`src/rtl/uart_pkg.sv`:
```
// uart_pkg: state encoding and bit-timing helper shared by the UART receiver and transmitter
package uart_pkg;
    localparam int STATE_W = 3;
    typedef enum logic [STATE_W-1:0] {
        IDLE      = 3'd0,
        START     = 3'd1,
        DATA      = 3'd2,
        PARITY    = 3'd3,
        STOP      = 3'd4,
        WAIT_IDLE = 3'd5
    } rx_state_t;
    function automatic int clks_per_bit(input int clk_hz, input int baud);
        return clk_hz / baud;
    endfunction
endpackage

```
`src/rtl/uart_rx_if.sv`:
```
// uart_rx_if: serial pin, enable and received-byte strobes of the UART receiver
// UART_RX_PARITY_EN adds the parity-error strobe uart_rx_perr
interface uart_rx_if #(parameter int DATA_BITS = 8);
    logic                 uart_rxd;
    logic                 uart_rx_en;
    logic [DATA_BITS-1:0] uart_rx_data;
    logic                 uart_rx_valid;
    logic                 uart_rx_ferr;
    logic                 uart_rx_busy;
`ifdef UART_RX_PARITY_EN
    logic                 uart_rx_perr;
    modport master (input uart_rxd, uart_rx_en,
                    output uart_rx_data, uart_rx_valid, uart_rx_ferr, uart_rx_busy, uart_rx_perr);
    modport slave (output uart_rxd, uart_rx_en,
                   input uart_rx_data, uart_rx_valid, uart_rx_ferr, uart_rx_busy, uart_rx_perr);
`else
    modport master (input uart_rxd, uart_rx_en,
                    output uart_rx_data, uart_rx_valid, uart_rx_ferr, uart_rx_busy);
    modport slave (output uart_rxd, uart_rx_en,
                   input uart_rx_data, uart_rx_valid, uart_rx_ferr, uart_rx_busy);
`endif
endinterface

```
`src/rtl/uart_rx_sync.sv`:
```
// uart_rx_sync: 2-flop synchronizer for the async serial line, preset to the idle (high) level
module uart_rx_sync (
    input  logic clk,
    input  logic reset_n,
    input  logic d,
    output logic q
);
    logic meta;
    always_ff @(posedge clk) begin
        if (!reset_n) {q, meta} <= 2'b11;
        else {q, meta} <= {meta, d};
    end
endmodule

```
`src/rtl/uart_rx.sv`:
```
// uart_rx: UART receiver, start/DATA_BITS LSB-first/stop, mid-bit sampling, valid and framing-error strobes
// UART_RX_PARITY_EN adds an even-parity bit after the data and the uart_rx_perr strobe
module uart_rx
    import uart_pkg::*;
#(
    parameter int CLK_HZ    = 50000000,
    parameter int BAUD      = 9600,
    parameter int DATA_BITS = 8
) (
    input logic       clk,
    input logic       reset_n,
    uart_rx_if.master rx
);
    localparam int CLKS_PER_BIT = clks_per_bit(CLK_HZ, BAUD);
    localparam int CNT_W = $clog2(CLKS_PER_BIT);
    localparam logic [CNT_W-1:0] HALF_BIT = CNT_W'(CLKS_PER_BIT / 2 - 1);
    localparam logic [CNT_W-1:0] FULL_BIT = CNT_W'(CLKS_PER_BIT - 1);
    localparam logic [2:0] LAST_BIT = 3'(DATA_BITS - 1);
`ifdef UART_RX_PARITY_EN
    localparam rx_state_t AFTER_DATA = PARITY;
`else
    localparam rx_state_t AFTER_DATA = STOP;
`endif
    rx_state_t            state;
    logic                 rxs;
    logic                 tick;
    logic                 par_ok;
    logic [CNT_W-1:0]     cnt;
    logic [2:0]           bit_idx;
    logic [DATA_BITS-1:0] shreg;
    logic [DATA_BITS-1:0] data_q;
    logic                 valid_q;
    logic                 ferr_q;
    uart_rx_sync u_sync (.clk(clk), .reset_n(reset_n), .d(rx.uart_rxd), .q(rxs));
    assign tick = cnt == '0;
`ifdef UART_RX_PARITY_EN
    logic par_err;
    logic perr_q;
    assign par_ok = !par_err;
    assign rx.uart_rx_perr = perr_q;
`else
    assign par_ok = 1'b1;
`endif
    always_ff @(posedge clk) begin
        if (!reset_n) begin
            state   <= IDLE;
            cnt     <= '0;
            bit_idx <= '0;
            shreg   <= '0;
            data_q  <= '0;
            valid_q <= 1'b0;
            ferr_q  <= 1'b0;
`ifdef UART_RX_PARITY_EN
            par_err <= 1'b0;
            perr_q  <= 1'b0;
`endif
        end else begin
            valid_q <= 1'b0;
            ferr_q  <= 1'b0;
`ifdef UART_RX_PARITY_EN
            perr_q  <= 1'b0;
`endif
            cnt <= tick ? cnt : cnt - 1'b1;
            case (state)
                IDLE: if (rx.uart_rx_en && !rxs) begin
                    cnt   <= HALF_BIT;
                    state <= START;
                end
                START: if (tick) begin
                    cnt     <= rxs ? '0 : FULL_BIT;
                    bit_idx <= '0;
                    state   <= rxs ? IDLE : DATA;
                end
                DATA: if (tick) begin
                    shreg   <= {rxs, shreg[DATA_BITS-1:1]};
                    bit_idx <= bit_idx + 1'b1;
                    cnt     <= FULL_BIT;
                    state   <= bit_idx == LAST_BIT ? AFTER_DATA : DATA;
                end
`ifdef UART_RX_PARITY_EN
                PARITY: if (tick) begin
                    par_err <= (^shreg) != rxs;
                    cnt     <= FULL_BIT;
                    state   <= STOP;
                end
`endif
                // returning to IDLE here, half a bit early, lets a back-to-back start bit be caught
                STOP: if (tick) begin
                    valid_q <= rxs && par_ok;
                    ferr_q  <= !rxs;
                    data_q  <= rxs && par_ok ? shreg : data_q;
`ifdef UART_RX_PARITY_EN
                    perr_q  <= rxs && !par_ok;
`endif
                    state   <= rxs ? IDLE : WAIT_IDLE;
                end
                WAIT_IDLE: if (rxs) state <= IDLE;
                default: state <= IDLE;
            endcase
        end
    end
    assign rx.uart_rx_data  = data_q;
    assign rx.uart_rx_valid = valid_q;
    assign rx.uart_rx_ferr  = ferr_q;
    assign rx.uart_rx_busy  = state != IDLE;
endmodule

```
`src/flat_wrapper.sv`:
```
// flat-port wrapper written by rule: the top's interface ports become plain ports
module uart_rx_flat import uart_pkg::*;
#(
    parameter int CLK_HZ    = 50000000,
    parameter int BAUD      = 9600,
    parameter int DATA_BITS = 8
)
  (clk, reset_n, rx_uart_rxd, rx_uart_rx_en, rx_uart_rx_data, rx_uart_rx_valid, rx_uart_rx_ferr, rx_uart_rx_busy);
  uart_rx_if #(.DATA_BITS(DATA_BITS)) rx_i ();
  input logic clk;
  input logic reset_n;
  input wire logic [$bits(rx_i.uart_rxd)-1:0] rx_uart_rxd;
  input wire logic [$bits(rx_i.uart_rx_en)-1:0] rx_uart_rx_en;
  output wire logic [$bits(rx_i.uart_rx_data)-1:0] rx_uart_rx_data;
  output wire logic [$bits(rx_i.uart_rx_valid)-1:0] rx_uart_rx_valid;
  output wire logic [$bits(rx_i.uart_rx_ferr)-1:0] rx_uart_rx_ferr;
  output wire logic [$bits(rx_i.uart_rx_busy)-1:0] rx_uart_rx_busy;
  assign rx_i.uart_rxd = rx_uart_rxd;
  assign rx_i.uart_rx_en = rx_uart_rx_en;
  assign rx_uart_rx_data = rx_i.uart_rx_data;
  assign rx_uart_rx_valid = rx_i.uart_rx_valid;
  assign rx_uart_rx_ferr = rx_i.uart_rx_ferr;
  assign rx_uart_rx_busy = rx_i.uart_rx_busy;
  uart_rx #(.CLK_HZ(CLK_HZ), .BAUD(BAUD), .DATA_BITS(DATA_BITS)) u_core (.clk(clk), .reset_n(reset_n), .rx(rx_i));
endmodule
```
`config.mk`:
```
export PLATFORM = sky130hd
export DESIGN_NAME = uart_rx_flat
export DESIGN_NICKNAME = d
export VERILOG_FILES = /design/src/rtl/uart_pkg.sv /design/src/rtl/uart_rx_if.sv /design/src/rtl/uart_rx_sync.sv /design/src/rtl/uart_rx.sv /design/src/flat_wrapper.sv
export SDC_FILE = /design/constraint.sdc
export NUM_CORES = 1
export LEC_CHECK = 0
export CORE_ASPECT_RATIO = 2
export CORE_MARGIN = 3
export CORE_UTILIZATION = 42
export DETAILED_ROUTE_END_ITERATION = 8
export DONT_BUFFER_PORTS = 1
export GPL_ROUTABILITY_DRIVEN = 0
export SLEW_MARGIN = 10
export SYNTH_ARGS = -nofsm -noshare
export SYNTH_HDL_FRONTEND = slang
export SYNTH_HIERARCHICAL = 1
export SYNTH_SLANG_ARGS = --single-unit
```
`constraint.sdc`:
```
create_clock -name clk -period 2.6 [get_ports clk]
set_input_delay 0.78 -clock clk [delete_from_list [all_inputs] [get_ports clk]]
set_output_delay 0.78 -clock clk [all_outputs]
set_load 0.01 [all_outputs]
```
==> metrics.md, run 1 <==
| Metric | Value |
|---|---|
| CTS resizes | 0 |
| Ant. Diodes | 0 |
| Final Max Tran Viols | 0 |
| Worst hold slack | 0.4199 ns |
| P per Cell Area | 1043 nW/µm² |
| Routed vias | 1518 |
| Core Region | 4170 µm² |
| Placed inst area | 1923 µm² |
| Placed Cells | 257 |
| Clk pwr share | 19.4% |
| CP max stage cell | or3b_1 |
| Peak Freq | 441.8 MHz |
| Hold Violations, Final | 0 |
| CP delay by family, top | simple AND/OR/NAND/NOR gates |
| Ys Warns | 6 |
| Number of remaining DRC errors | 0 |
| CP required | 2.78 ns |
| Data arrival, critical path | 2.44 ns |
| Worst Setup EP | u_core/shreg[5] |
| Rows | 33 |
| Most frequent cells in the layout | 39 x dfxtp_1, 26 x nand2_1, 15 x nor2b_1 |
| Seq cells post-synth | 39 |
| Psw | 829.0 µW |
| Setup TNS | 0 ns |
| Syn avg cell area | 8.835 µm² |
| DR WL/cell | 15.09 µm |
| DIE WIDTH | 53.11 µm |
| Cell area after synthesis | 1864 µm² |
| Worst Hold Class | register to register |
| CP Launch Type | register |
| Fill count | 425 |
| Grt ovf | 0 |
| Outcome | finished clean |
| Switching Fraction | 39.51% |
| Pre-antenna DRT Iters | 4 |
| Crit. End Element | register |
| Worst Setup SP | u_core/cnt[0] |
| FF-to-FF path depth | 8 |
| Most common cell after layout, fill and taps aside | dfxtp_1 |
| Post-Syn Instances | 211 |
| Slew Limit Headroom | 67.36% |
| # nets final | 220 |
| Peak VDD IR | 561.2 µV |
| Final WS setup | 0.3367 ns |
| Htree depth | 2 |
| Post-synth top area share | 41.88% |
| HPWL Detailed | 2839 µm |
| Predominant post-synthesis flop cell | dfxtp_1 |
| Worst skew pair latency | 0.29 ns |
| Largest net degree at the start of global routing | 38 |
| Die height | 100.2 µm |
| Layout Cell Area excl Fill | 2012 µm² |
| DR iter-0 viols | 51 |
| Unrepaired setup endpoints after global routing | false |
| Ports | 15 |
| Skew final | 0.001761 ns |
| Clock transition at path regs | 0.08 ns |
| Measured slew at the worst slew-check pin | 0.4773 ns |
| Pre-CTS setup slack | 0.3553 ns |
| Clock Tree Buf Depth | 2 |
| Global-route wire length before repair | 6755 µm |
| Worst Hold Path Cells | 1 |
| Vias per cell | 5.728 |
| Reg-to-Reg End | u_core/shreg[5] |
| Period Utilization, post-route | 87.05% |
| Hold_buf cts | 0 |
| Cells along the critical path | inv_1 -> ha_1 -> or3b_1 -> nor4_4 -> buf_4 -> nand3_1 -> nand2_1 -> a21boi_0 |
| Levels on crit path | 8 |
| Initial antenna violation count | 0 |
| R2R setup slack | 0.34 ns |
| CTS Buf Count | 5 |
| Seq/Total Area, Yosys | 41.88% |
| Net Count, Synth | 219 |
| Share of cells above drive strength 1 | 8.920% |
| Final Critical Period | 2.263 ns |
| Type of the worst setup path | register to register |
| Initial Util | 44.70% |
| Worst path max stage delay | 0.43 ns |
| EDFF count, synth | 0 |
| Buffers and inverters on the worst path | 2 |
| Synth area leaders | dfxtp_1 42%, mux2i_1 5.9%, nand2_1 5.2% |
| Finished Layout Cells | 265 |
| Vias in the first global route | 1454 |
| Sequential share of power | 38.1% |
| Int Pwr | 1.269 mW |
| CTS Sinks | 39 |
| Cell taking the most area after synthesis | dfxtp_1 |
| Area delta synth->final | 7.919% |
| IO Port Bufs | 0 |
| Final setup violation count | 0 |
| All-layer global routing usage | 16.89% |
| PnR Total Power | 2.098 mW |
| Asr flop ratio synth | 0% |
| Leak pwr | 0.6782 nW |
| Comb pwr share | 42.5% |
| CTS tree | done |
| Setup repair bufs after CTS | 0 |
| Reg-to-Reg Start | u_core/cnt[0] |
| Clock root buffer master | clkbuf_8 |
| Die area | 5323 µm² |
| Overall routed net length | 4000 µm |
| Post-synth cell types | 46 |
| Final Util | 48.24% |
| Number of max-cap violations | 0 |
| Post-route ant nets | 0 |
| Crit path max fanout | 8 |
## Yosys cell counts (3+ instances only)
cell type / n
nor2b_1: 15
nand2_1: 26
nor3_1: 7
or3_1: 3
nand2b_1: 4
a21boi_0: 11
ha_1: 4
xnor2_1: 4
o21ai_0: 7
a21oi_1: 8
nand3b_1: 3
dfxtp_1: 39
mux2i_1: 11
nor3b_1: 3
clkbuf_1: 8
nor2_1: 13
nand3_1: 6
## routing by layer
metal,global-route usage (%),up-vias,wire length [µm]
met1,17.46,729,1537
met4,7.677,0,98
met2,30.46,35,2226
li1,-,745,-
met3,4.160,9,138
met5,0,-,0
## logic make-up (layout without fill, tap and decap cells)
group           count (synthesis)  in the layout  share of synthesized area (%)
simple gates                   98             98                          29.33
fa+ha+maj                       4              4                          2.685
compound gates                 41             41                          14.77
buf+inv                        12             14                          2.618
xor+xnor                        6              6                          2.819
mux                            11             11                          5.906
flops                          39             39                          41.88
## power by group through the flow
stage / sequential (mW) / clock [mW] / combinational (mW)
6_report: 0.800 / 0.407 / 0.891
5_1_grt: 0.814 / 0.449 / 0.986
4_1_cts: 0.796 / 0.426 / 0.891
3_5_place_dp: 0.810 / 0 / 0.882
3_3_place_gp: 0.805 / 0 / 0.868
2_1_floorplan: 0.764 / 0 / 0.722
## worst min-delay path by stage
stage,from,endpoint,slack [ns]
global placement,u_core/u_sync/meta,u_core/u_sync/q,0.39
finish,u_core/u_sync/meta,u_core/u_sync/q,0.42
detailed placement,u_core/u_sync/meta,u_core/u_sync/q,0.40
CTS,u_core/u_sync/meta,u_core/u_sync/q,0.42
floorplan,u_core/u_sync/meta,u_core/u_sync/q,0.39
global route,u_core/u_sync/meta,u_core/u_sync/q,0.42
## cell type report
class / count / area (µm²) / share of cell area (%)
clock buffers: 5 / 68.82 / 3.420
clock inverters: 3 / 20.02 / 0.9950
inverters: 3 / 13.76 / 0.6841
multi-input cells: 160 / 1041 / 51.74
flip-flops and latches: 39 / 780.7 / 38.81
well taps: 52 / 65.06 / 3.234
repair buffers: 3 / 22.52 / 1.119
## flip-flops by register name, summed over array words and instances, names as in the netlist
signal                   flops
u_core/rx.uart_rx_data       8
u_core/rx.uart_rx_ferr       1
u_core/shreg                 8
u_core/rx.uart_rx_valid      1
u_core/state                 3
u_core/cnt                  13
u_core/bit_idx               3
u_core/u_sync/meta           1
u_core/u_sync/q              1
Note: power is estimated with default switching activity, not from simulation.
==> run 2: changes to the inputs <==
- MAX_ROUTING_LAYER: default -> met4
==> run 2 against run 1 <==
Flip-flop and latch count unchanged. Wire length decreased by 0.40%. Count of clock-buffer cells in the layout stayed put. Combinational power is essentially flat. Sequential share of layout area is the same. Register-to-register slack about the same. Worst setup slack worse by 0.0047 ns. Clock power barely moved. Highest routed layer unchanged. Non-clock buffer count unchanged. Critical endpoint unchanged. Sequential power about the same. Utilization did not move. Die area stayed put.
==> metrics.md, run 2 (same netlist as run 1, synthesis figures left out) <==
| Metric | Value |
|---|---|
| Outcome | finished clean |
| CP delay by family, top | simple AND/OR/NAND/NOR gates |
| Post-route ant nets | 0 (unchanged) |
| Unrepaired setup endpoints after global routing | false |
| Peak Freq | 440.9 MHz (-0.21%) |
| P per Cell Area | 1041 nW/µm² (-0.14%) |
| CTS Buf Count | 5 (unchanged) |
| All-layer global routing usage | 17.36% (+0.46 points) |
| Die area | 5323 µm² (unchanged) |
| Hold Violations, Final | 0 (unchanged) |
| Final setup violation count | 0 (unchanged) |
| Levels on crit path | 8 (unchanged) |
| Routed vias | 1529 (+0.72%) |
| # nets final | 220 (unchanged) |
| Max reg flops | 13 (unchanged) |
| FF-to-FF path depth | 8 (unchanged) |
| Leak pwr | 0.6782 nW (unchanged) |
| Biggest register | u_core/cnt |
| Setup repair bufs after CTS | 0 (unchanged) |
| DR iter-0 viols | 33 (-35%) |
| CP required | 2.78 ns (about the same) |
| CP Launch Type | register |
| Type of the worst setup path | register to register |
| Ant. Diodes | 0 (unchanged) |
| Period Utilization, post-route | 87.23% (+0.18 points) |
| Reg-to-Reg Start | u_core/cnt[0] |
| Most common cell after layout, fill and taps aside | dfxtp_1 |
| Ports | 15 (unchanged) |
| Cells along the critical path | inv_1 -> ha_1 -> or3b_1 -> nor4_4 -> buf_4 -> nand3_1 -> nand2_1 -> a21boi_0 |
| DR WL/cell | 15.03 µm (-0.40%) |
| Worst Hold Class | register to register |
| Worst Setup EP | u_core/shreg[5] |
| Final Critical Period | 2.268 ns (+0.004714 ns) |
| Skew final | 0.002422 ns (+0.0006609 ns) |
| Vias in the first global route | 1458 (+0.28%) |
| Clock transition at path regs | 0.08 ns (about the same) |
| Buffers and inverters on the worst path | 2 (unchanged) |
| Area delta synth->final | 7.919% (unchanged) |
| Hold_buf cts | 0 (unchanged) |
| Crit. End Element | register |
| Worst Setup SP | u_core/cnt[0] |
| Placed Cells | 257 (unchanged) |
| Rows | 33 (unchanged) |
| Htree depth | 2 (unchanged) |
| Setup TNS | 0 ns (unchanged) |
| Finished Layout Cells | 265 (unchanged) |
| Clock Tree Buf Depth | 2 (unchanged) |
| Initial antenna violation count | 0 (unchanged) |
| Clock root buffer master | clkbuf_8 |
| Grt ovf | 0 (unchanged) |
| Slew Limit Headroom | 66.98% (-0.38 points) |
| Overall routed net length | 3984 µm (-0.40%) |
| Peak VDD IR | 561.5 µV (about the same) |
| Reg-to-Reg End | u_core/shreg[5] |
| Number of max-cap violations | 0 (unchanged) |
| Crit path max fanout | 8 (unchanged) |
| Worst skew pair latency | 0.29 ns (about the same) |
| Vias per cell | 5.770 (+0.72%) |
| Most frequent cells in the layout | 39 x dfxtp_1, 26 x nand2_1, 15 x nor2b_1 |
| Data arrival, critical path | 2.45 ns (about the same) |
| Core Region | 4170 µm² (unchanged) |
| Worst path max stage delay | 0.43 ns (about the same) |
| Share of cells above drive strength 1 | 8.920% (unchanged) |
| Number of remaining DRC errors | 0 (unchanged) |
| Global-route wire length before repair | 6748 µm (-0.10%) |
| CTS Sinks | 39 (unchanged) |
| HPWL Detailed | 2839 µm (unchanged) |
| Die height | 100.2 µm (unchanged) |
| CTS tree | done |
| R2R setup slack | 0.33 ns (about the same) |
| Largest net degree at the start of global routing | 38 (unchanged) |
| Final Max Tran Viols | 0 (unchanged) |
| CP max stage cell | or3b_1 |
| IO Port Bufs | 0 (unchanged) |
| CTS resizes | 0 (unchanged) |
| Measured slew at the worst slew-check pin | 0.4828 ns (+0.005537 ns) |
| Initial Util | 44.70% (unchanged) |
| DIE WIDTH | 53.11 µm (unchanged) |
| Pre-antenna DRT Iters | 4 (unchanged) |
| Fill count | 425 (unchanged) |
==> run 2: cell counts in the layout (fill, tap and decap cells not counted) <==
No cell type changed its count.
==> run 2: area by class of cell <==
cell class / instances / area, µm² / area share, %
clock inverters: 3 / 20.02 / 0.9950
multi-input cells: 160 / 1041 / 51.74
clock buffers: 5 / 68.82 / 3.420
flip-flops and latches: 39 / 780.7 / 38.81
inverters: 3 / 13.76 / 0.6841
repair buffers: 3 / 22.52 / 1.119
well taps: 52 / 65.06 / 3.234
==> run 2: worst register-to-register path, stage by stage (launching register included) <==
cell,delay [ns]
dfxtp_1,0.34
inv_1,0.06
ha_1,0.23
or3b_1,0.43
nor4_4,0.32
buf_4,0.22
nand3_1,0.28
nand2_1,0.18
a21boi_0,0.09
==> run 2: worst min-delay path by stage <==
stage / slack (ns) / endpoint / from / cells after the start
after floorplan: 0.39 / u_core/u_sync/q / u_core/u_sync/meta / 1
after global placement: 0.39 / u_core/u_sync/q / u_core/u_sync/meta / 1
after detailed placement: 0.40 / u_core/u_sync/q / u_core/u_sync/meta / 1
after CTS: 0.42 / u_core/u_sync/q / u_core/u_sync/meta / 1
after global routing: 0.42 / u_core/u_sync/q / u_core/u_sync/meta / 1
final: 0.42 / u_core/u_sync/q / u_core/u_sync/meta / 1
==> run 2: through the flow <==
step / total power [mW] / util, % / setup WS [ns] / hold WS [ns] / cell area, µm²
after global placement: 1.673 / 46.11 / 0.4214 / 0.3936 / 1923
after CTS: 2.112 / 48.24 / 0.3343 / 0.4232 / 2012
after floorplan: 1.486 / - / 0.3972 / 0.3863 / 1864
after global routing: 2.249 / 48.24 / 0.1803 / 0.4250 / 2012
final: 2.095 / 48.24 / 0.3320 / 0.4199 / 2012
after detailed placement: 1.692 / 46.11 / 0.3553 / 0.3957 / 1923
==> run 2: layer usage <==
layer  track usage (%)  part of all wire (%)  vias to the layer above
met4             7.677                   2.6                        0
li1                  -                     -                      745
met3             4.160                   4.3                       13
met5                 -                     0                        -
met2             30.36                    55                       47
met1             17.56                    38                      724
==> run 2: report_power, final <==
| part | internal, mW | switching [mW] |
|---|---|---|
| sequential | 0.680 | 0.119 |
| clock | 0.187 | 0.219 |
| combinational | 0.402 | 0.488 |
| total | 1.27 | 0.826 |
